### config.mk
export PLATFORM = sky130hd
export DESIGN_NAME = mips_controller_flat
export DESIGN_NICKNAME = d
export VERILOG_FILES = /design/src/rtl/mips_controller_if.sv /design/src/rtl/mips_controller.sv /design/src/flat_wrapper.sv
export SDC_FILE = /design/constraint.sdc
export NUM_CORES = 1
export LEC_CHECK = 0
export CAP_MARGIN = 20
export CORE_ASPECT_RATIO = 1.75
export CORE_UTILIZATION = 41
export CTS_CLUSTER_SIZE = 20
export DETAILED_ROUTE_END_ITERATION = 6
export GPL_TIMING_DRIVEN = 0
export PLACE_DENSITY = 0.77
export SLEW_MARGIN = 5
export SYNTH_ARGS = -nofsm -noshare
export SYNTH_HDL_FRONTEND = slang
export SYNTH_SLANG_ARGS = --single-unit
### constraint.sdc
create_clock -name clk -period 2.1 [get_ports clk]
set_clock_uncertainty 0.1 [all_clocks]
set_input_delay 0.525 -clock clk [delete_from_list [all_inputs] [get_ports clk]]
set_output_delay 0.525 -clock clk [all_outputs]
set_load 0.01 [all_outputs]
### src/rtl/mips_controller_if.sv
// Control bus between the multicycle MIPS controller and its datapath:
// instruction fields and zero flag in, mux selects, enables and debug state out.
interface mips_controller_if;
  logic [5:0]  op;
  logic [5:0]  funct;
  logic        zero;
  logic        alusrca;
  logic [1:0]  alusrcb;
  logic [1:0]  pcsource;
  logic        pcen;
  logic        iord;
  logic        irwrite;
  logic        regwrite;
  logic        regdst;
  logic        memtoreg;
  logic        memwrite;
  logic [2:0]  alucontrol;
  logic [31:0] instret;
  logic [3:0]  state;

  modport master (
    input  op, funct, zero,
    output alusrca, alusrcb, pcsource, pcen, iord, irwrite, regwrite,
           regdst, memtoreg, memwrite, alucontrol, instret, state
  );

  modport slave (
    output op, funct, zero,
    input  alusrca, alusrcb, pcsource, pcen, iord, irwrite, regwrite,
           regdst, memtoreg, memwrite, alucontrol, instret, state
  );
endinterface

### src/rtl/mips_controller.sv
// Multicycle MIPS control unit: Moore FSM driving datapath selects/enables,
// plus a retired-instruction counter.
//
//   state        | meaning
//   FETCH   (0)  | read instruction at PC, PC <= PC + 1
//   DECODE  (1)  | read registers, ALUOut <= branch target
//   MEMADR  (2)  | compute load/store address
//   MEMRD   (3)  | read data memory
//   MEMWB   (4)  | write loaded word to rt
//   MEMWR   (5)  | write B to data memory
//   RTYPEEX (6)  | ALU op selected by funct
//   RTYPEWB (7)  | write ALU result to rd
//   BEQEX   (8)  | compare, branch if zero
//   ADDIEX  (9)  | A + imm
//   ADDIWB  (10) | write ALU result to rt
//   JEX     (11) | PC <= jump target
module mips_controller (
  input  logic clk,
  input  logic reset,
  mips_controller_if.master bus
);
  localparam logic [5:0] OP_RTYPE = 6'b000000;
  localparam logic [5:0] OP_LW    = 6'b100011;
  localparam logic [5:0] OP_SW    = 6'b101011;
  localparam logic [5:0] OP_BEQ   = 6'b000100;
  localparam logic [5:0] OP_ADDI  = 6'b001000;
  localparam logic [5:0] OP_J     = 6'b000010;

  typedef enum logic [3:0] {
    FETCH   = 4'd0,  DECODE  = 4'd1,  MEMADR = 4'd2,  MEMRD  = 4'd3,
    MEMWB   = 4'd4,  MEMWR   = 4'd5,  RTYPEEX = 4'd6, RTYPEWB = 4'd7,
    BEQEX   = 4'd8,  ADDIEX  = 4'd9,  ADDIWB = 4'd10, JEX    = 4'd11
  } state_t;

  state_t      state_q, state_d;
  logic [31:0] instret_q;
  logic        pcwrite, branch;
  logic [2:0]  funct_alu;
  logic        funct_ok;

  always_comb begin
    funct_ok = 1'b1;
    case (bus.funct)
      6'b100000: funct_alu = 3'b010;
      6'b100010: funct_alu = 3'b110;
      6'b100100: funct_alu = 3'b000;
      6'b100101: funct_alu = 3'b001;
      6'b101010: funct_alu = 3'b111;
      6'b000000: funct_alu = 3'b011;
      6'b000010: funct_alu = 3'b100;
      default: begin
        funct_alu = 3'b010;
        funct_ok  = 1'b0;
      end
    endcase
  end

  // Every return to FETCH retires one instruction, NOPs and illegal states included.
  always_ff @(posedge clk or negedge reset) begin
    if (!reset) begin
      state_q   <= FETCH;
      instret_q <= 32'd0;
    end else begin
      state_q <= state_d;
      if (state_d == FETCH && state_q != FETCH) instret_q <= instret_q + 32'd1;
    end
  end

  always_comb begin
    state_d = FETCH;
    case (state_q)
      FETCH:  state_d = DECODE;
      DECODE: begin
        case (bus.op)
          OP_LW, OP_SW: state_d = MEMADR;
          OP_RTYPE:     state_d = RTYPEEX;
          OP_BEQ:       state_d = BEQEX;
          OP_ADDI:      state_d = ADDIEX;
          OP_J:         state_d = JEX;
          default:      state_d = FETCH;
        endcase
      end
      MEMADR:  state_d = (bus.op == OP_LW) ? MEMRD : MEMWR;
      MEMRD:   state_d = MEMWB;
      RTYPEEX: state_d = RTYPEWB;
      ADDIEX:  state_d = ADDIWB;
      default: state_d = FETCH;
    endcase
  end

  always_comb begin
    bus.alusrca    = 1'b0;
    bus.alusrcb    = 2'b00;
    bus.pcsource   = 2'b00;
    bus.iord       = 1'b0;
    bus.irwrite    = 1'b0;
    bus.regwrite   = 1'b0;
    bus.regdst     = 1'b0;
    bus.memtoreg   = 1'b0;
    bus.memwrite   = 1'b0;
    bus.alucontrol = 3'b010;
    pcwrite        = 1'b0;
    branch         = 1'b0;
    case (state_q)
      FETCH: begin
        bus.iord    = 1'b1;
        bus.irwrite = 1'b1;
        bus.alusrcb = 2'b01;
        pcwrite     = 1'b1;
      end
      DECODE:  bus.alusrcb = 2'b11;
      MEMADR: begin
        bus.alusrca = 1'b1;
        bus.alusrcb = 2'b10;
      end
      MEMWB: begin
        bus.regwrite = 1'b1;
        bus.memtoreg = 1'b1;
      end
      MEMWR:   bus.memwrite = 1'b1;
      RTYPEEX: begin
        bus.alusrca    = 1'b1;
        bus.alucontrol = funct_alu;
      end
      RTYPEWB: begin
        bus.regdst   = 1'b1;
        bus.regwrite = funct_ok;
      end
      BEQEX: begin
        bus.alusrca    = 1'b1;
        bus.alucontrol = 3'b110;
        bus.pcsource   = 2'b01;
        branch         = 1'b1;
      end
      ADDIEX: begin
        bus.alusrca = 1'b1;
        bus.alusrcb = 2'b10;
      end
      ADDIWB:  bus.regwrite = 1'b1;
      JEX: begin
        bus.pcsource = 2'b10;
        pcwrite      = 1'b1;
      end
      default: ;
    endcase
  end

  assign bus.pcen    = pcwrite | (branch & bus.zero);
  assign bus.state   = state_q;
  assign bus.instret = instret_q;
endmodule
### src/flat_wrapper.sv
// flat-port wrapper written by rule: the top's interface ports become plain ports
module mips_controller_flat 
  (clk, reset, bus_op, bus_funct, bus_zero, bus_alusrca, bus_alusrcb, bus_pcsource, bus_pcen, bus_iord, bus_irwrite, bus_regwrite, bus_regdst, bus_memtoreg, bus_memwrite, bus_alucontrol, bus_instret, bus_state);
  mips_controller_if bus_i ();
  input  logic clk;
  input  logic reset;
  input wire logic [$bits(bus_i.op)-1:0] bus_op;
  input wire logic [$bits(bus_i.funct)-1:0] bus_funct;
  input wire logic [$bits(bus_i.zero)-1:0] bus_zero;
  output wire logic [$bits(bus_i.alusrca)-1:0] bus_alusrca;
  output wire logic [$bits(bus_i.alusrcb)-1:0] bus_alusrcb;
  output wire logic [$bits(bus_i.pcsource)-1:0] bus_pcsource;
  output wire logic [$bits(bus_i.pcen)-1:0] bus_pcen;
  output wire logic [$bits(bus_i.iord)-1:0] bus_iord;
  output wire logic [$bits(bus_i.irwrite)-1:0] bus_irwrite;
  output wire logic [$bits(bus_i.regwrite)-1:0] bus_regwrite;
  output wire logic [$bits(bus_i.regdst)-1:0] bus_regdst;
  output wire logic [$bits(bus_i.memtoreg)-1:0] bus_memtoreg;
  output wire logic [$bits(bus_i.memwrite)-1:0] bus_memwrite;
  output wire logic [$bits(bus_i.alucontrol)-1:0] bus_alucontrol;
  output wire logic [$bits(bus_i.instret)-1:0] bus_instret;
  output wire logic [$bits(bus_i.state)-1:0] bus_state;
  assign bus_i.op = bus_op;
  assign bus_i.funct = bus_funct;
  assign bus_i.zero = bus_zero;
  assign bus_alusrca = bus_i.alusrca;
  assign bus_alusrcb = bus_i.alusrcb;
  assign bus_pcsource = bus_i.pcsource;
  assign bus_pcen = bus_i.pcen;
  assign bus_iord = bus_i.iord;
  assign bus_irwrite = bus_i.irwrite;
  assign bus_regwrite = bus_i.regwrite;
  assign bus_regdst = bus_i.regdst;
  assign bus_memtoreg = bus_i.memtoreg;
  assign bus_memwrite = bus_i.memwrite;
  assign bus_alucontrol = bus_i.alucontrol;
  assign bus_instret = bus_i.instret;
  assign bus_state = bus_i.state;
  mips_controller u_core (.clk(clk), .reset(reset), .bus(bus_i));
endmodule
Word level (Yosys, flattened, before mapping). Cells that the tools add are included.

Bitwise gates (word level): 2. Reductions and logical operators: 12. Equal/unequal tests: 22. Add/subtract/negate cells: 1. Muxes and demuxes: 16.

Operator list (number): == test 6 bit, second input constant (7); adder 32 x 1 -> 32 bit, second input constant (1); case mux 4 bit (6 select lines) (1); case mux 4 bit (5 select lines) (1); case mux 3 bit (6 select lines) (1); == test 4 x 3 -> 1 bit, second input constant (4); == test 4 bit, second input constant (4); == test 6 x 2 -> 1 bit, second input constant (2); zero test 6 bit (2); == test 4 x 2 -> 1 bit, second input constant (2); zero test 4 bit (2); two-way mux 1 bit (8); OR reduction 2 bit (4); OR reduction 7 bit (1); == test 6 x 3 -> 1 bit, second input constant (1); == test 6 x 4 -> 1 bit, second input constant (1); case mux 2 bit (3 select lines) (1); case mux 3 bit (2 select lines) (1); == test 4 x 1 -> 1 bit, second input constant (1); case mux 2 bit (2 select lines) (1); nonzero test 4 bit (1); OR reduction 4 bit (1); two-way mux 3 bit (1); case mux 1 bit (2 select lines) (1); other kinds (3) (3).

Output and inout bits: 51. Register bits: 36. Logic and storage cells: 55.

Logic depth before layout (Yosys ltp). Gate-level depths: netlist (run 1).

Depth after elaboration: 6. Gate-level depth with buffers: 8. Gate-level depth less buffers: 7.

Least setup slack after synthesis (run 1). No wires, ideal clock.

Path type: flip-flop to output port. Start point: register u_core.state_q[3] (netlist: u_core.bus.state[3]). End point: output port bus_alucontrol[1]. Cell stages (with the launch flop): 5. Path buffers: 1. Slack: -0.104 ns. Data arrival time: 1.579 ns. Required time: 1.475 ns. Path through: dfrtp_1 -> clkbuf_1 -> nand2b_1 -> or3_1 -> or3_1.

Longest elaborated chain between the ends: 2. Elaborated cells on any way between the ends: 3. Those cells by class: eq/ne: 2; mux: 1.

Ends and longest elaborated chain: from (decl) (line mips_controller.sv:35) `state_t state_q, state_d;`; from (signal assigned) (line mips_controller.sv:64) `state_q <= state_d;`; == test 4 bit / == test 4 x 3 -> 1 bit (equally long branches) (line mips_controller.sv:104) `case (state_q)`; case mux 3 bit (2 select lines) * (line mips_controller.sv:104); to (decl) (line flat_wrapper.sv:20) `output wire logic [$bits(bus_i.alucontrol)-1:0] bus_alucontrol;`.

Every way passes the cells marked *; elsewhere a longest branch is shown, timed or not.

Final worst setup path (run 1). Ends and elaborated chain as after synthesis.

==> metrics, run 1 <==
run status finished with violations; violated checks setup timing; maximum clock path buffer count 2; RSZ-0062 raised after global routing yes; power per cell area roughly 960 mW/mm^2; initial drt markers 30; setup slack after placement -998 ps; placed cell areas roughly 0.0028 mm^2; slowest CP cell dfrtp_2; Hold Path Class in2async; vias per cell ~5.5; drt first pass iters 4; sequential element share of the synthesized area 44.6%; Slew HR 47.1%; global-route wire length before repair 8.93 mm; Port Buffer Count 65; CP Max Fanout 3; Tcrit/Tclk final 115%; post-layout min period roughly 2400 ps; Initial Util between 40% and 50%; die width around 55 um; Critical Path End Type output pin; Pleak approximately 1.5 nW; Setup WS post-layout -323 ps; Max Cap Viol 0; num rows 33; Tot GR Track Use about 24%; Yosys top cell area share between 40% and 50%; root buffer cell clkbuf_8; cts bufs inserted 5; Final Non-Filler Cells between 300 and 400; arrival time worst endpoint around 1800 ps; area grow syn2layout 71.9%; Nets roughly 330; Synth Warn # 0; Synth Cell Area ~0.0020 mm^2; vias in the first global route ~1.9k; global route total overflow 0; CP Cell Sequence buf_8 > nand2b_4 > or3_4 > or3_4 > buf_6; Setup TNS Final -5380 ps; core area 0.00471 mm^2; total power ~3.3 mW; Clock Latency Late Sink 300 ps; post-DP HPWL about 3.6 mm; die height approximately 95 um; Synth Net Count 218; top post-synthesis cells by area dfrtp_1, xnor2_1, nand4_1, nand3_1, and4_1; H-Tree Depth 2; Netlist cell types 39; WP buf/inv 2; routed vias between 2k and 2.5k; post-route cell area around 0.0035 mm^2; fin. max-slew vios 0; Syn Area/Cell between 10 and 15 um^2; Worst path most repeated cell or3_4; Peak Freq around 0.41 GHz; clk sinks 36; final hold vios 0; Worst setup SP type register; Critical Path RT around 1500 ps; Syn Inst Count approximately 200; Detailed Route WL 6.44 mm; remaining antenna violation count after routing 0; initial antenna violation count 0; final core utilization 73.8%; final setup fails 35; Inst Count DP between 300 and 400; Crit Path Category reg2out; Slew @ Worst Pin 793 ps; maximum VDD drop 1.04 mV; antenna cells 0; drt wl/cell roughly 18 um; Hold WS about 200 ps; routability cong. between 0.7 and 0.8; Remaining DRCs 0; Reg clk slew, reported paths roughly 80 ps; Die ar. about 0.0052 mm^2; Synth area leader dfrtp_1; layout cells sized above 1 between 40% and 50%; CP top delay family simple AND/OR/NAND/NOR gates; Top Ports 66; flops & latches, synth 36; CTS tree yes; max incr delay on CP 420 ps; largest net degree at the start of global routing 37
## cells in the mapped netlist
cell and number:
a31oi_1 4, nor2_1 12, nand2_1 9, nor4_2 1, mux2_2 1, a21oi_1 5, buf_2 2, nor3b_1 3
ha_1 1, o21ai_0 6, inv_1 4, nor3_4 1, and3_1 7, or2_2 2, o21bai_1 1, a211o_4 1
dfrtp_1 36, xor2_1 3, and4_1 7, nor4_1 5, nand2b_1 5, nor2b_1 2, nand3_1 15, and2_1 2
o311a_1 1, or4_1 1, a211oi_1 2, nand4_1 14, buf_6 2, nor3_1 5, nor4b_4 1, nor3b_2 1
or4b_2 1, buf_4 1, o31a_2 1, xnor2_1 30, or3_1 2, or3_2 1, clkbuf_1 4
## power by group
group	switching [mW]	internal (mW)	total [mW]
registers	0.108	0.780	0.888
clock network	0.258	0.352	0.610
logic	0.875	0.954	1.83
total	1.24	2.09	3.33
## kinds of logic (layout without fill, tap and decap cells)
logic type | after synthesis | count (layout) | synth area share [%]
xor gates and xnor gates | 33 | 33 | 14.3
AOI/OAI and AO/OA | 21 | 21 | 6.93
adders and majority gates | 1 | 1 | 0.619
buffers and inverters | 13 | 121 | 3.47
DFF | 36 | 36 | 44.6
muxes | 1 | 1 | 0.557
and+or+nand+nor | 97 | 97 | 29.5
## worst register-to-register path, cell delays in order, from the launching register on
cell and delay, ps:
dfrtp_1 400, buf_6 140, buf_6 120, buf_6 110, xnor2_2 160, nor3b_2 70
a211o_4 300, nor3_4 220, buf_6 180, buf_6 130, nand4_1 120, xnor2_1 160
## path summary, 6_finish.rpt
path                                          end  slack (ps)  cells past startpoint                   start
hold / removal             u_core.bus.instret[28]         200                      1                   reset
min in group clk           u_core.bus.instret[31]         370                      1  u_core.bus.instret[31]
setup / recovery                bus_alucontrol[1]        -320                      5     u_core.bus.state[3]
hold reg to reg            u_core.bus.instret[31]         370                      1  u_core.bus.instret[31]
setup reg to reg           u_core.bus.instret[12]        -210                     11     u_core.bus.state[0]
max in group asynchronous     u_core.bus.state[3]        1150                      1                   reset
## registers in the layout (all words and copies together) (netlist names)
name	flops
u_core.bus.instret	32
u_core.bus.state	4
## cells in the final DEF, fill, tap and decap left out, drive strengths merged, types with 7 or more instances in the layout
cell | netlist | final
dfrtp | 36 | 36
xnor2 | 30 | 30
and3 | 7 | 7
nand3 | 15 | 15
nor2 | 12 | 12
clkbuf | 4 | 13
nand2 | 9 | 9
buf | 5 | 59
and4 | 7 | 7
clkdlybuf4s50 | 0 | 37
nand4 | 14 | 14
## layout make-up
cell class / instances / area, um^2
well taps: 52 / 65.1
clock inverters: 2 / 35.0
plain buffers: 7 / 75.1
clock buffers: 6 / 72.6
flip-flops and latches: 36 / 902
repair buffers: 102 / 895
fillers: 331 / 1230
inverters: 4 / 17.5
multi-input cells: 153 / 1410
## per-layer routing
metal  global-route usage, %  part of all wire [%]  wire (um)  vias up
li1                        -                     -          -      944
met1                    23.5                    35       2260      985
met3                    5.64                   5.9        379       10
met5                       0                     0          0        -
met2                    45.4                    57       3690       70
met4                    8.75                   1.7        108        0
## repair_timing
| action | 4_1_cts | 5_1_grt |
|---|---|---|
| endpoints found under the hold margin | 0 | 0 |
| gates resized for setup | 98 | 89 |
| hold buffers | 0 | 0 |
| buffers inserted | 17 | 20 |
| endpoints found under the setup margin | 47 | 47 |
| pin swaps | 21 | 42 |
| gates cloned | 2 | 0 |
No activity file was read; power rests on OpenSTA's default activity.
==> run 2, diff against run 1 <==
--- a/config.mk
+++ b/config.mk
@@ -11,6 +11,7 @@
 export CTS_CLUSTER_SIZE = 20
 export DETAILED_ROUTE_END_ITERATION = 6
 export GPL_TIMING_DRIVEN = 0
+export HOLD_SLACK_MARGIN = 0.06
 export PLACE_DENSITY = 0.77
 export SLEW_MARGIN = 5
 export SYNTH_ARGS = -nofsm -noshare
==> results of run 2 <==
Same layout as run 1: the final DEF is identical, and so are final timing and power.
==> run 3, diff against run 2 <==
--- a/config.mk
+++ b/config.mk
@@ -7,6 +7,7 @@
 export LEC_CHECK = 0
 export CAP_MARGIN = 20
 export CORE_ASPECT_RATIO = 1.75
+export CORE_MARGIN = 2
 export CORE_UTILIZATION = 41
 export CTS_CLUSTER_SIZE = 20
 export DETAILED_ROUTE_END_ITERATION = 6
==> run 3 against run 2 <==
The flow still finishes with violations (setup timing). Cell area down 7.2%. Worst hold slack better by 3.6 ps. Count of clock-buffer cells in the layout unchanged.
==> metrics, run 3 (synthesis gave the netlist of run 1 again) <==
run status finished with violations; violated checks setup timing; CP Max Fanout 5; Pleak around 1.4 nW; cts bufs inserted 5; global route total overflow 0; sw power 1.07 mW; setup slack after placement -944 ps; Final Non-Filler Cells between 300 and 400; Inst Count DP around 320; largest net degree at the start of global routing 37; Detailed Route WL approximately 6.0 mm; maximum VDD drop just over 0.8 mV; CP Cell Sequence buf_8 > nand2b_4 > buf_4 > nor4_1 > o21ai_1 > nand2b_1 > clkdlybuf4s15_2; Remaining DRCs 0; Pint approximately 1.8 mW; commonest non-fill, non-tap cell in the layout clkdlybuf4s50_1; Die ar. 0.00553 mm^2; num rows 33; Crit Path Category reg2out; Sw Share roughly 37%; Critical Path RT between 1000 and 1500 ps; placed cell areas between 0.002 and 0.003 mm^2; R2R Path Start u_core.bus.state[3]; Tcrit/Tclk final 121%; final setup fails 33; commonest non-fill, non-tap cells in the layout clkdlybuf4s50_1, dfrtp_1, buf_4, xnor2_1, nand4_1; Worst setup SP type register; die width 57.1 um; Post-CTS Hold Buffers 0; Top Ports 66; layout cells sized above 1 37.1%; Max Cap Viol 0; routed vias between 2k and 2.5k; remaining antenna violation count after routing 0; Hold Path Class in2async; Clock Latency Late Sink between 200 and 300 ps; initial drt markers just over 100; max incr delay on CP between 400 and 500 ps; post-layout min period between 2000 and 3000 ps; Initial Util a little over two fifths; CTS tree yes; H-Tree Depth 2; post-route cell area around 0.0032 mm^2; power per cell area about 900 mW/mm^2; clk sinks 36; worst r2r dst u_core.bus.instret[1]; core area 0.00471 mm^2; drt wl/cell approximately 17 um; Tot GR Track Use 20.2%; root buffer cell clkbuf_8; arrival time worst endpoint just under 2000 ps; Slew HR 48.4%; maximum clock path buffer count 2; drt first pass iters 4; fin. max-slew vios 0; antenna cells 0; R2R cell count 8; Nets 317; global-route wire length before repair 8.94 mm; final hold vios 0; vias in the first global route ~1.9k; Largest register FFs 32; slowest CP cell dfrtp_2; post-DP HPWL ~3.7 mm; die height ~97 um; Slew @ Worst Pin 773 ps; Setup WS post-layout -451 ps; Clock power frac between 10% and 20%; routability cong. between 0.8 and 0.9; sequential group share of total power a little under a third; Peak Freq around 0.39 GHz; Reg clk slew, reported paths about 70 ps; Comb pwr share 52.1%; Port Buffer Count 65; vias per cell ~5.7; Hold WS just over 200 ps; RSZ-0062 raised after global routing yes; R2R Setup Slk -140 ps; area grow syn2layout 59.4%; Critical Path End Type output pin; initial antenna violation count 0
==> run 3: worst max path at each step <==
stage,startpoint,to,slack [ps],cells past startpoint
global placement,bus_funct[5],bus_regwrite,-910,8
detailed placement,bus_funct[5],bus_regwrite,-940,8
floorplan,u_core.bus.state[0],bus_alucontrol[1],2,5
CTS,u_core.bus.state[3],bus_alucontrol[1],-360,5
finish,u_core.bus.state[3],bus_regwrite,-450,7
global route,u_core.bus.state[3],bus_regwrite,-530,7
==> run 3: metrics by stage <==
stage	power, mW	setup TNS (ps)	utilization (%)
2_1_floorplan	1.50	0	-
3_3_place_gp	1.96	-39190	58.8
3_5_place_dp	1.98	-25930	58.7
4_1_cts	2.70	-3230	64.0
5_1_grt	3.06	-5420	68.4
6_report	2.91	-3330	68.4
==> run 3: final cells by class <==
type                            count  area [um^2]
Tap cell                           52         65.1
Clock inverter                      2         10.0
Fill cell                         373         1490
Timing Repair Buffer               94          810
Sequential cell                    36          905
Multi-Input combinational cell    153         1260
Clock buffer                        6         82.6
Inverter                            4         15.0
Buffer                              7         75.1
==> run 3: critical path, delay by kind of cell (launching register included) <==
family / cells / cell delay, ps
buffers and inverters: 3 / 470
AO/OA/AOI/OAI: 1 / 140
AND/OR/NAND/NOR: 3 / 620
flip-flops: 1 / 420
==> run 3: power by group through the flow <==
stage | logic [mW] | clock network [mW] | registers, mW
2_1_floorplan | 0.578 | 0 | 0.920
3_3_place_gp | 1.07 | 0 | 0.896
3_5_place_dp | 1.08 | 0 | 0.901
4_1_cts | 1.31 | 0.516 | 0.878
5_1_grt | 1.62 | 0.544 | 0.900
6_report | 1.52 | 0.508 | 0.886
==> run 3: repair_timing <==
action	in CTS	in global routing
hold endpoints to repair	0	0
pin swaps	16	19
resized for setup	89	42
setup buffers	13	14
endpoints found under the setup margin	47	47
gates cloned	2	0
==> run 3: per-layer routing <==
layer  vias up  wire length, um  share of wire, %  global-route usage (%)
met5         -                0                 0                       0
met4         0              130               2.2                    7.16
met3        12              361               6.1                    3.88
met2        69             3320                56                    37.9
met1      1002             2140                36                    21.3
li1        933                -                 -                       -
